## src/rtl/vga_sync_generator.sv

```systemverilog
// Raster timing source: clk_in divider, 10-bit row/line counters, registered enable/sync decodes.
// Optional macro VGA_PIPE_ALIGN_EN adds one clk_in stage on enable/hsync/vsync.
module vga_sync_generator #(
  parameter int CLK_DIV  = 4,
  parameter int H_ACTIVE = 640,
  parameter int H_FP     = 16,
  parameter int H_SYNC   = 96,
  parameter int H_BP     = 48,
  parameter int V_ACTIVE = 480,
  parameter int V_FP     = 10,
  parameter int V_SYNC   = 2,
  parameter int V_BP     = 33,
  parameter bit SYNC_POL = 1'b0
) (
  input  logic       clk_in,
  input  logic       rst_in,
  output logic [9:0] current_row,
  output logic [9:0] current_line,
  output logic       enable,
  output logic       hsync,
  output logic       vsync,
  output logic       pix_tick,
  output logic       line_start,
  output logic       frame_start
);

  localparam int H_TOTAL = H_ACTIVE + H_FP + H_SYNC + H_BP;
  localparam int V_TOTAL = V_ACTIVE + V_FP + V_SYNC + V_BP;

  localparam logic [3:0]  DIV_LAST     = 4'(CLK_DIV - 1);
  localparam logic [9:0]  H_LAST       = 10'(H_TOTAL - 1);
  localparam logic [9:0]  V_LAST       = 10'(V_TOTAL - 1);
  localparam logic [10:0] H_ACT_END    = 11'(H_ACTIVE);
  localparam logic [10:0] V_ACT_END    = 11'(V_ACTIVE);
  localparam logic [10:0] H_SYNC_START = 11'(H_ACTIVE + H_FP);
  localparam logic [10:0] H_SYNC_END   = 11'(H_ACTIVE + H_FP + H_SYNC);
  localparam logic [10:0] V_SYNC_START = 11'(V_ACTIVE + V_FP);
  localparam logic [10:0] V_SYNC_END   = 11'(V_ACTIVE + V_FP + V_SYNC);

  if (H_TOTAL > 1024 || V_TOTAL > 1024) begin : g_bad_total
    $error("vga_sync_generator: H_TOTAL and V_TOTAL must fit 10-bit counters");
  end
  if (CLK_DIV < 1 || CLK_DIV > 16) begin : g_bad_div
    $error("vga_sync_generator: CLK_DIV must be within 1..16");
  end

  logic [3:0] r_div_cnt;
  logic [9:0] r_row;
  logic [9:0] r_line;
  logic       r_enable;
  logic       r_hsync;
  logic       r_vsync;
  logic       r_pix_tick;
  logic       r_line_start;
  logic       r_frame_start;

  logic       w_tick;
  logic [9:0] w_row_nxt;
  logic [9:0] w_line_nxt;
  logic       w_enable;
  logic       w_hsync;
  logic       w_vsync;
  logic       w_row_wrap;

  always_comb begin
    w_tick     = (r_div_cnt == DIV_LAST);
    w_row_wrap = (r_row == H_LAST);
    w_row_nxt  = r_row;
    w_line_nxt = r_line;
    if (w_tick) begin
      if (w_row_wrap) begin
        w_row_nxt  = '0;
        w_line_nxt = (r_line == V_LAST) ? '0 : r_line + 10'd1;
      end else begin
        w_row_nxt = r_row + 10'd1;
      end
    end
  end

  // Decodes come from the next-state coordinates so they line up with the registered counters.
  always_comb begin
    w_enable = ({1'b0, w_row_nxt} < H_ACT_END) && ({1'b0, w_line_nxt} < V_ACT_END);
    w_hsync  = ~SYNC_POL;
    w_vsync  = ~SYNC_POL;
    if (({1'b0, w_row_nxt} >= H_SYNC_START) && ({1'b0, w_row_nxt} < H_SYNC_END)) begin
      w_hsync = SYNC_POL;
    end
    if (({1'b0, w_line_nxt} >= V_SYNC_START) && ({1'b0, w_line_nxt} < V_SYNC_END)) begin
      w_vsync = SYNC_POL;
    end
  end

  always_ff @(posedge clk_in) begin
    if (rst_in) begin
      r_div_cnt     <= '0;
      r_row         <= '0;
      r_line        <= '0;
      r_enable      <= 1'b0;
      r_hsync       <= ~SYNC_POL;
      r_vsync       <= ~SYNC_POL;
      r_pix_tick    <= 1'b0;
      r_line_start  <= 1'b0;
      r_frame_start <= 1'b0;
    end else begin
      r_div_cnt     <= w_tick ? '0 : r_div_cnt + 4'd1;
      r_row         <= w_row_nxt;
      r_line        <= w_line_nxt;
      r_enable      <= w_enable;
      r_hsync       <= w_hsync;
      r_vsync       <= w_vsync;
      r_pix_tick    <= w_tick;
      r_line_start  <= w_tick && (w_row_nxt == '0);
      r_frame_start <= w_tick && (w_row_nxt == '0) && (w_line_nxt == '0);
    end
  end

  assign current_row  = r_row;
  assign current_line = r_line;
  assign pix_tick     = r_pix_tick;
  assign line_start   = r_line_start;
  assign frame_start  = r_frame_start;

`ifdef VGA_PIPE_ALIGN_EN
  // Extra stage matches the downstream registered colour output.
  logic r_enable_d;
  logic r_hsync_d;
  logic r_vsync_d;

  always_ff @(posedge clk_in) begin
    if (rst_in) begin
      r_enable_d <= 1'b0;
      r_hsync_d  <= ~SYNC_POL;
      r_vsync_d  <= ~SYNC_POL;
    end else begin
      r_enable_d <= r_enable;
      r_hsync_d  <= r_hsync;
      r_vsync_d  <= r_vsync;
    end
  end

  assign enable = r_enable_d;
  assign hsync  = r_hsync_d;
  assign vsync  = r_vsync_d;
`else
  assign enable = r_enable;
  assign hsync  = r_hsync;
  assign vsync  = r_vsync;
`endif

endmodule

```

## config.mk

```make
export PLATFORM = sky130hd
export DESIGN_NAME = vga_sync_generator
export DESIGN_NICKNAME = d
export VERILOG_FILES = /design/src/rtl/vga_sync_generator.sv
export SDC_FILE = /design/constraint.sdc
export NUM_CORES = 1
export LEC_CHECK = 0
export CAP_MARGIN = 0
export CORE_ASPECT_RATIO = 0.5
export CORE_MARGIN = 4
export CORE_UTILIZATION = 52
export CTS_CLUSTER_DIAMETER = 30
export DETAILED_ROUTE_END_ITERATION = 16
export PLACE_DENSITY_LB_ADDON = 0.05
export SLEW_MARGIN = 20
export SYNTH_ARGS = -nofsm -noshare
export SYNTH_HDL_FRONTEND = slang
export SYNTH_SLANG_ARGS = --single-unit
```

## constraint.sdc

```tcl
create_clock -name clk_in -period 2.95 [get_ports clk_in]
set_clock_uncertainty 0.05 [all_clocks]
set_input_delay 0.4425 -clock clk_in [delete_from_list [all_inputs] [get_ports clk_in]]
set_output_delay 0.4425 -clock clk_in [all_outputs]
set_load 0.05 [all_outputs]
```

==> summary.txt <==
STA
  – RSZ-0062 raised after global routing: no
  – Worst slew pin tran: approximately 0.58 ns
  – Setup-failing EPs final: 0
  – Slew headroom: 61.3%
  – Final hold violations: 0
  – Crit share post-route: just under 90%
  – Fmax: 382 MHz
  – Pins Over Slew Limit: 0
  – Tmin final: 2.62 ns
  – Setup tns final: 0 ns

Detailed routing
  – DR vias: 1,516
  – Drt first pass iters: 4
  – Total wire length: around 4000 um
  – Antenna Violating Nets Remaining: 0
  – 1st-iter DRT viols: 99
  – # DRC: 0
  – Via density: ~6
  – DR WL/cell: 15.4 um

Job
  – # Max-Cap Violations: 0

Synth
  – Synth top cells by count: dfxtp_1, nor2_1, a21oi_1
  – Netlist Area Pre-Place: 0.00157 mm2
  – Most common cell in the netlist: dfxtp_1
  – Area leader, netlist: dfxtp_1
  – Top cell type's share of synthesized area: a little under two fifths
  – Mapped Cells: between 150 and 200
  – Synth warn: 0
  – Dominant cells by area after synthesis: dfxtp_1, nor2_1, a21oi_1, ha_1, nand3_1
  – Post-synth cell types: between 40 and 50
  – Post-synth top flop: dfxtp_1
  – Sequential share of the synthesized area: 38.2%
  – Syn Nets: 193
  – Yosys reg bits: 30
  – Avg Inst Size Synth: approximately 8.4 um2
  – Async set-reset flop share out of synthesis: 0%
  – Post-synth EDFFs: 0

Worst setup path
  – R2R Setup Slk: between 0.3 and 0.4 ns
  – Reg-to-reg critical path startpoint: r_div_cnt[0]
  – End of the critical path: vsync
  – CP startpoint: r_div_cnt[0]
  – Crit-path max cell delay: between 0.4 and 0.5 ns
  – Crit Path Class: reg -> reg
  – Worst Setup End Kind: flip-flop
  – Crit start category: flip-flop
  – Required time of the critical path: 3.05 ns
  – R2r worst-path depth: 8
  – Arr. time, crit path: approximately 2.7 ns
  – Max FO, Critical Path: 14
  – Cell Chain, Critical Path: ha_1 -> or3b_4 -> nor4_2 -> buf_4 -> nand4_1 -> xor2_1 -> nor4_1 -> nand4b_1
  – Slowest-stage cell, CP: or3b_4
  – Reg2Reg Capture Point: vsync

Floorplan
  – Vert. Die Dim: ~47 um
  – Die footprint: 0.00402 mm2
  – Die width: 85.8 um
  – Initial core utilization: 57.6%
  – Row cnt: 13
  – I/O Pins: 28
  – Core area: ~0.0027 mm2

CTS
  – TritonCTS clock tree: built
  – CTS Root Cell: clkbuf_8
  – TritonCTS Sinks: 30
  – CTS Buffer Depth: 2
  – Number of buffers created by CTS: 5
  – Clk pin slew, worst setup/hold paths: 0.07 ns
  – H-tree Lvls: 2
  – Post-CTS Resized: 0
  – CTS Hold Bufs: 0
  – Worst-Skew Late Latency: 0.29 ns
  – Post-CTS Setup Bufs: 0

GRT
  – Remaining Overflow, GRT: 0
  – Total GRT Usage: 22.1%
  – First-pass GRT wire length: between 6000 and 7000 um
  – Antenna violations before repair: 0
  – Vias in the first global route: between 1,000 and 1,500
  – Pin count of the biggest net entering global routing: 16

Power
  – Power Dens Cells: between 400 and 500 mW/mm2
  – Net Sw Frac: 22.8%
  – Leakage Power: 0.685 nW
  – Combinational share of power: 6.1%
  – Sequential Power Share: 47.5%
  – Max IR drop VDD: 337 uV
  – Power Internal: 0.000681 W
  – NetSw: 0.000201 W
  – Clock power share: 46.5%

Finish
  – Multi-input gate area: 907 um2
  – Nets@finish: 225
  – Syn-to-layout area delta: 27.2%
  – FF/Latch Area: 601 um2
  – # fillers: 212
  – Diode count: 0
  – Share of layout cells above drive strength 1: 10.0%
  – Final Non-Filler Cells: 257

Status
  – Status: completed

Place
  – DP Cell Count: 249
  – IO buf count: 27
  – GP Congestion: 0.952
  – Post-DP HPWL: ~2900 um

Min path
  – Hold Path Class: reg -> reg
cells in the final DEF (no fill, tap or decap), types with 3 or more instances in the layout:
master	synthesis	routed
dfxtp_1	30	30
clkdlybuf4s50_1	0	27
nor2_1	25	25
a21oi_1	11	11
nand2_1	10	10
nand3_1	9	9
o21ai_0	9	9
nor3_1	7	7
inv_1	6	6
buf_4	1	6
xor2_1	5	5
clkbuf_8	0	5
nand4_1	4	4
and4_1	4	4
nor4_1	4	4
ha_1	4	4
nor3b_1	3	3
or4_1	3	3
nand2b_1	3	3
and3_1	3	3
nor2b_1	3	3
a22oi_1	3	3
xnor2_1	3	3
area by class of cell:
| class | instances | area share, % |
|---|---|---|
| Clock buffer | 5 | 3.44 |
| Clock inverter | 3 | 2.00 |
| Inverter | 6 | 1.13 |
| Multi-Input combinational cell | 143 | 45.3 |
| Sequential cell | 30 | 30.0 |
| Tap cell | 37 | 2.31 |
| Timing Repair Buffer | 33 | 15.8 |
worst max-delay path: cells and delay by family (launching register included):
kind | cells | cell delay (ns)
fa+ha+maj | 1 | 0.20
flops | 1 | 0.35
xor+xnor | 1 | 0.21
simple gates | 5 | 1.44
buf+inv | 1 | 0.24
how the worst min path moves through the flow:
stage,cells past startpoint,end,startpoint
after floorplan,1,r_div_cnt[0],r_div_cnt[0]
after global placement,1,r_div_cnt[0],r_div_cnt[0]
after detailed placement,1,r_div_cnt[0],r_div_cnt[0]
after CTS,1,r_div_cnt[0],r_div_cnt[0]
after global routing,1,r_div_cnt[0],r_div_cnt[0]
final,1,r_div_cnt[0],r_div_cnt[0]
flip-flops by register name, summed over array words and instances (netlist names):
signal and cells:
pix_tick 1, frame_start 1, hsync 1, current_line 10
enable 1, vsync 1, line_start 1, r_div_cnt 4
current_row 10
logic make-up after synthesis:
group                    count (synthesis)  share of synthesized area, %
flip-flops                              30                          38.2
buffers and inverters                   14                          4.14
adder cells (fa/ha/maj)                  4                          3.18
XOR/XNOR                                 8                          4.46
AO/OA/AOI/OAI                           38                          15.4
AND/OR/NAND/NOR                         93                          34.6
routing by layer:
metal / vias up / track usage (%) / wire length, um / part of all wire (%)
met3: 9 / 6.48 / 321 / 8.1
met4: 0 / 10.4 / 72 / 1.8
met1: 683 / 27.5 / 1800 / 45
met5: - / 0 / 0 / 0
met2: 78 / 36.4 / 1770 / 45
li1: 746 / - / - / -
power groups by stage:
stage	clock [W]	sequential, W	combinational, W
2_1_floorplan	0	0.000439	0.0000263
3_3_place_gp	0	0.000427	0.0000521
3_5_place_dp	0	0.000427	0.0000531
4_1_cts	0.000417	0.000418	0.0000532
5_1_grt	0.000435	0.000419	0.0000586
6_report	0.000409	0.000418	0.0000535
metrics by stage:
step                      total power, W  utilization, %  setup WS (ns)  hold WS (ns)  area, um2
final                           0.000881            73.2          0.330         0.402       2000
after global routing            0.000913            73.2          0.156         0.433       2000
after CTS                       0.000889            73.2          0.288         0.407       2000
after detailed placement        0.000481            69.2          0.302         0.397       1890
after global placement          0.000479            69.2          0.327         0.391       1890
after floorplan                 0.000466               -          0.270         0.383       1570
Power figures use the tool's default switching activity.
